==> config.mk <==
export PLATFORM = sky130hd
export DESIGN_NAME = bcd_display_scanner
export DESIGN_NICKNAME = d
export VERILOG_FILES = /design/src/rtl/bcd_display_scanner_pkg.sv /design/src/rtl/bcd_display_scanner_bcd_to_seg7.sv /design/src/rtl/bcd_display_scanner.sv
export SDC_FILE = /design/constraint.sdc
export NUM_CORES = 1
export LEC_CHECK = 0
export ABC_AREA = 1
export BUFFER_PORTS_ARGS = -buffer_cell sky130_fd_sc_hd__buf_2
export CORE_UTILIZATION = 56
export DETAILED_ROUTE_END_ITERATION = 7
export PLACE_DENSITY = 0.78
export SYNTH_ARGS = -nofsm -noshare
export SYNTH_HDL_FRONTEND = slang
export SYNTH_SLANG_ARGS = --single-unit
==> constraint.sdc <==
create_clock -name clk -period 1.85 [get_ports clk]
set_input_delay 0.185 -clock clk [delete_from_list [all_inputs] [get_ports clk]]
set_output_delay 0.185 -clock clk [all_outputs]
set_load 0.1 [all_outputs]
==> src/rtl/bcd_display_scanner_pkg.sv <==
// Shared constants and types for the BCD 7-segment display scanner:
// active-low segment patterns {g,f,e,d,c,b,a}, digit index type and digit enables.
package bcd_display_scanner_pkg;

  localparam logic [6:0] SEG_0    = 7'b1000000;
  localparam logic [6:0] SEG_1    = 7'b1111001;
  localparam logic [6:0] SEG_2    = 7'b0100100;
  localparam logic [6:0] SEG_3    = 7'b0110000;
  localparam logic [6:0] SEG_4    = 7'b0011001;
  localparam logic [6:0] SEG_5    = 7'b0010010;
  localparam logic [6:0] SEG_6    = 7'b0000010;
  localparam logic [6:0] SEG_7    = 7'b1111000;
  localparam logic [6:0] SEG_8    = 7'b0000000;
  localparam logic [6:0] SEG_9    = 7'b0010000;
  localparam logic [6:0] SEG_DASH = 7'b0111111;
  localparam logic [6:0] SEG_OFF  = 7'b1111111;

  typedef logic [1:0] digit_idx_t;
  localparam digit_idx_t DIGIT_LAST = 2'd2;

  localparam logic [2:0] AN_D0  = 3'b110;
  localparam logic [2:0] AN_D1  = 3'b101;
  localparam logic [2:0] AN_D2  = 3'b011;
  localparam logic [2:0] AN_OFF = 3'b111;

  // Slot phase: BLANK is the ghost-suppression gap, SHOW drives one digit.
  typedef enum logic {ST_BLANK, ST_SHOW} scan_state_t;

  function automatic logic [2:0] an_for(input digit_idx_t i);
    case (i)
      2'd0:    an_for = AN_D0;
      2'd1:    an_for = AN_D1;
      default: an_for = AN_D2;
    endcase
  endfunction

endpackage

==> src/rtl/bcd_display_scanner_bcd_to_seg7.sv <==
// Combinational BCD to active-low 7-segment decoder; non-BCD codes show a dash.
module bcd_to_seg7
  import bcd_display_scanner_pkg::*;
(
  input  logic [3:0] bcd,
  output logic [6:0] seg
);

  always_comb begin
    seg = SEG_DASH;
    case (bcd)
      4'd0:    seg = SEG_0;
      4'd1:    seg = SEG_1;
      4'd2:    seg = SEG_2;
      4'd3:    seg = SEG_3;
      4'd4:    seg = SEG_4;
      4'd5:    seg = SEG_5;
      4'd6:    seg = SEG_6;
      4'd7:    seg = SEG_7;
      4'd8:    seg = SEG_8;
      4'd9:    seg = SEG_9;
      default: seg = SEG_DASH;
    endcase
  end

endmodule

==> src/rtl/bcd_display_scanner.sv <==
// Time-multiplexed 3-digit common-anode display scanner with per-frame snapshot.
// Optional macro LEADING_ZERO_BLANK_EN blanks leading zeros on digits 2 and 1.
module bcd_display_scanner
  import bcd_display_scanner_pkg::*;
#(
  parameter int SCAN_DIV     = 1000,
  parameter int BLANK_CYCLES = 2
) (
  input  logic       clk,
  input  logic       rst_n,
  input  logic       en,
  input  logic [3:0] d0,
  input  logic [3:0] d1,
  input  logic [3:0] d2,
  output logic [6:0] seg,
  output logic [2:0] an,
  output logic       frame_done
);

  localparam int CW = (SCAN_DIV > 1) ? $clog2(SCAN_DIV) : 1;
  localparam logic [CW-1:0] CNT_LAST  = CW'(SCAN_DIV - 1);
  localparam logic [CW-1:0] CNT_BLANK = CW'(BLANK_CYCLES);

  logic [CW-1:0] cnt, cnt_d;
  digit_idx_t    idx, idx_d;
  scan_state_t   state, state_d;
  logic [3:0]    s0, s1, s2;
  logic          capture;
  logic [3:0]    cur_digit;
  logic [6:0]    cur_seg;
  logic          lz_blank;
  logic [6:0]    seg_d;
  logic [2:0]    an_d;

  assign cur_digit = (idx == 2'd0) ? s0 : (idx == 2'd1) ? s1 : s2;

  bcd_to_seg7 u_dec (
    .bcd (cur_digit),
    .seg (cur_seg)
  );

`ifdef LEADING_ZERO_BLANK_EN
  assign lz_blank = ((idx == 2'd2) && (s2 == 4'd0)) ||
                    ((idx == 2'd1) && (s1 == 4'd0) && (s2 == 4'd0));
`else
  assign lz_blank = 1'b0;
`endif

  // Outputs are computed from the pre-edge cnt/idx and registered below.
  always_comb begin
    cnt_d   = cnt;
    idx_d   = idx;
    state_d = state;
    capture = 1'b0;
    an_d    = AN_OFF;
    seg_d   = SEG_OFF;
    if (en) begin
      capture = (cnt == '0) && (idx == 2'd0);
      if (state == ST_SHOW) begin
        an_d  = an_for(idx);
        seg_d = lz_blank ? SEG_OFF : cur_seg;
      end
      if (cnt == CNT_LAST) begin
        cnt_d = '0;
        idx_d = (idx == DIGIT_LAST) ? 2'd0 : idx + 2'd1;
      end else begin
        cnt_d = cnt + 1'b1;
      end
      state_d = (cnt_d < CNT_BLANK) ? ST_BLANK : ST_SHOW;
    end
  end

  always_ff @(posedge clk or negedge rst_n) begin
    if (!rst_n) begin
      cnt        <= '0;
      idx        <= 2'd0;
      state      <= ST_BLANK;
      s0         <= 4'd0;
      s1         <= 4'd0;
      s2         <= 4'd0;
      an         <= AN_OFF;
      seg        <= SEG_OFF;
      frame_done <= 1'b0;
    end else begin
      cnt        <= cnt_d;
      idx        <= idx_d;
      state      <= state_d;
      an         <= an_d;
      seg        <= seg_d;
      frame_done <= capture;
      if (capture) begin
        s0 <= d0;
        s1 <= d1;
        s2 <= d2;
      end
    end
  end

endmodule

==> PnR_summary.wiki <==
{| class="wikitable"
! Metric !! Value
|-
| Final period util || between 80% and 90%
|-
| Number of buffers inserted during clock tree synthesis || 5
|-
| Transition time at the pin with the least slew margin || ~0.75 ns
|-
| Crit path required time || 2.09 ns
|-
| Delay of the slowest critical-path stage || approximately 0.4 ns
|-
| Ratio of cells with drive above 1 in the final layout || ~23%
|-
| Critical Path AT || between 1.5 and 2 ns
|-
| Final routed DRC violation total || 0
|-
| Level count of the clock H-tree || 2
|-
| Cell type with the highest aggregate area in the netlist || sky130_fd_sc_hd__dfrtp_1
|-
| Yosys warns || 0
|-
| Number of top-level pins || 26
|-
| Maximum clock path buffer count || 2
|-
| Initial Util || between 50% and 60%
|-
| Ordered cell list for the critical path || ha_1, nand2_1, inv_1, nand3_2, nand2_1, nand2_1, nor2_1, nand3_1, nor2_1, nor2_1
|-
| Setup crit end kind || flip-flop
|-
| Fraction of the yosys area taken by sequential cells || between 40% and 50%
|-
| Pin count of the biggest net entering global routing || 37
|-
| Worst hold path class || primary input to flip-flop
|-
| Largest driver fanout on the critical path || 8
|-
| First-pass GRT wire length || a little under 6000 um
|-
| Cell Rows || 20
|-
| Count of mapped cells out of synthesis || 220
|-
| Synthesized area per cell || roughly 8.4 um^2
|-
| Worst-Skew Late Latency || 0.33 ns
|-
| Synth Register Bits || 36
|-
| Antenna-violating nets left || 0
|-
| Routed vias || around 1500
|-
| Power per unit of standard cell area || about 1500 nW/um^2
|-
| Final setup viols || 0
|-
| Post-Synthesis Cell Area || 1847 um^2
|-
| Top flip-flop cell by instance count after synthesis || sky130_fd_sc_hd__dfrtp_1
|-
| Net total in the final layout || 272
|-
| CP Depth || 10
|-
| Overall fraction of global-route tracks in use || 22.39%
|-
| Post-synth EDFFs || 0
|-
| Count of routing violations after the opening detailed-route iteration || just over 60
|-
| Worst path buffer plus inverter count || 1
|-
| Vias per inst || between 4 and 5
|-
| Core footprint || slightly above 3000 um^2
|-
| Routed wire length || around 3200 um
|-
| Most frequent cells after synthesis || sky130_fd_sc_hd__nand2_1 (75), sky130_fd_sc_hd__dfrtp_1 (26), sky130_fd_sc_hd__o21ai_0 (23)
|-
| Slew Viols, Final || 0
|-
| Static leakage power || between 1 and 1.5 nW
|-
| Kind of start point of the critical path || flip-flop
|-
| Area share of the leading cell type in the synthesized netlist || between 30% and 40%
|-
| Final hold violation count || 0
|-
| Number of max-capacitance violations reported || 0
|-
| Port buffer count || 25
|-
| HPWL Detailed || 2423 um
|-
| Final min period || between 1.5 and 2 ns
|-
| Most used standard cell by instance count after synthesis || sky130_fd_sc_hd__nand2_1
|-
| Result of the run || finished, final reports clean
|-
| Depth of the worst register-to-register path || 10
|-
| Clock tree from TritonCTS || done
|-
| Die Footprint || roughly 3500 um^2
|-
| Synthesized Nets || between 200 and 250
|-
| Worst clock skew on the final layout || between 0.003 and 0.004 ns
|-
| Final cell utilization of the core || between 60 and 70%
|-
| P&R area growth vs syn || 11.38%
|-
| Detail-routed net length per standard cell || 10.96 um
|-
| Unrepaired setup endpoints after global routing || no
|-
| Maximum clock frequency || between 600 and 700 MHz
|-
| Worst hold slack || about 0.033 ns
|-
| Die Wd || 59.43 um
|-
| Number of clock sinks || 36
|-
| Instance count along the most critical hold path || 3
|-
| Clock Root Buffer || sky130_fd_sc_hd__clkbuf_4
|-
| Gpl congestion || between 0.8 and 0.9
|-
| Crit Path Category || flip-flop to flip-flop
|-
| Delay-heaviest family, CP || simple AND/OR/NAND/NOR gates
|-
| Clock slew at reported path FFs || around 0.1 ns
|-
| Overall overflow remaining after global route || 0
|-
| Largest vdd supply drop || 0.6652 mV
|-
| Highest-delay cell along the critical path || sky130_fd_sc_hd__dfrtp_1
|-
| Worst-case headroom to the max-slew limit || 49.67%
|-
| Inserted Diodes || 0
|-
| Initial antenna violation count || 0
|-
| Biggest area contributors in the synthesized netlist || sky130_fd_sc_hd__dfrtp_1 (35%), sky130_fd_sc_hd__nand2_1 (15%), sky130_fd_sc_hd__dfstp_2 (14%), sky130_fd_sc_hd__o21ai_0 (6.2%), sky130_fd_sc_hd__ha_1 (4.7%)
|-
| Number of global-route vias before repair || 1307
|-
| Netlist cell types || 31
|-
| FFs w/ async S/R, synth || 100.0%
|-
| Height of the die || about 60 um
|-
| First-pass DRT Iterations || 4
|-
| Final sum of negative setup slack || 0 ns
|}
-- layout by cell type, fill, tap and decap left out, types with 3 or more instances in the layout --
master                     count
sky130_fd_sc_hd__nand2_2       3
sky130_fd_sc_hd__nor2_1       13
sky130_fd_sc_hd__dfstp_2      10
sky130_fd_sc_hd__clkbuf_4      5
sky130_fd_sc_hd__o21ai_0      23
sky130_fd_sc_hd__nand2_1      75
sky130_fd_sc_hd__inv_1        21
sky130_fd_sc_hd__nand3_1      14
sky130_fd_sc_hd__ha_1          7
sky130_fd_sc_hd__dfrtp_1      25
sky130_fd_sc_hd__buf_2        25
sky130_fd_sc_hd__a21oi_1       3
-- worst min-delay path: stages --
cell and delay (ns):
sky130_fd_sc_hd__buf_2 0.07, sky130_fd_sc_hd__nand2_1 0.04, sky130_fd_sc_hd__nand2_1 0.04
-- final cells by class --
| class | count | area (um^2) |
|---|---|---|
| well taps | 44 | 55.05 |
| multi-input cells | 155 | 792.0 |
| inverters | 25 | 101.3 |
| clock buffers | 5 | 37.54 |
| clock inverters | 3 | 13.76 |
| fillers | 291 | 1046 |
| repair buffers | 27 | 142.6 |
| flip-flops and latches | 36 | 914.6 |
-- path summary, 6_finish.rpt --
| check | to | from | slack (ns) |
|---|---|---|---|
| worst max-delay path | state | cnt[1] | 0.19 |
| worst min-delay path | s0[1] | d0[1] | 0.03 |
| worst max register to register | state | cnt[1] | 0.19 |
| worst min register to register | s2[2] | s2[2] | 0.51 |
| max in group asynchronous | idx[1] | rst_n | 0.89 |
| min in group asynchronous | cnt[1] | rst_n | 0.44 |
-- timing repair --
action / CTS / global route
hold buffers: 1 / 0
setup buffers: 0 / 0
gates resized for setup: 0 / 1
setup endpoints to repair: 0 / 2
endpoints found under the hold margin: 26 / 0
-- sequential cells by signal, indices dropped and copies added, names as in the netlist, 2 cells and up --
register,flops
s0,4
an,3
cnt,10
s2,4
s1,4
idx,2
seg,7
-- layer usage --
metal	up-vias	wire length, um	share of wire (%)	GRT usage (%)
li1	754	-	-	-
met1	670	1681	52	33.99
met2	43	1357	42	30.02
met3	4	155	4.8	4.803
met4	0	40	1.2	10.54
met5	-	0	0	0
-- metrics by stage --
step / std cells / total power, W / area, um^2 / worst slack [ns]
global placement: 286 / 0.002766 / 1994 / 0.2399
CTS: 295 / 0.003188 / 2056 / 0.1801
detailed placement: 286 / 0.002796 / 1994 / 0.1862
global route: 295 / 0.003417 / 2057 / 0.01617
finish: 295 / 0.003176 / 2057 / 0.1929
floorplan: 220 / 0.002519 / 1847 / 0.3552
-- kinds of logic (layout without fill, tap and decap cells) --
| group | count (synthesis) | after routing | synth area share (%) |
|---|---|---|---|
| buffers and inverters | 29 | 60 | 7.656 |
| adders and majority gates | 7 | 7 | 4.742 |
| xor gates and xnor gates | 2 | 2 | 0.9487 |
| DFF | 36 | 36 | 49.46 |
| AOI/OAI and AO/OA | 33 | 33 | 9.823 |
| and+or+nand+nor | 113 | 113 | 27.37 |
-- report_power, final --
group	total, W	internal, W	switching, W	leakage (nW)
clock	0.000391	0.000139	0.000252	0.0324
combinational	0.00150	0.000372	0.00113	0.591
sequential	0.00129	0.00111	0.000181	0.434
Note: power is estimated with default switching activity, not from simulation.
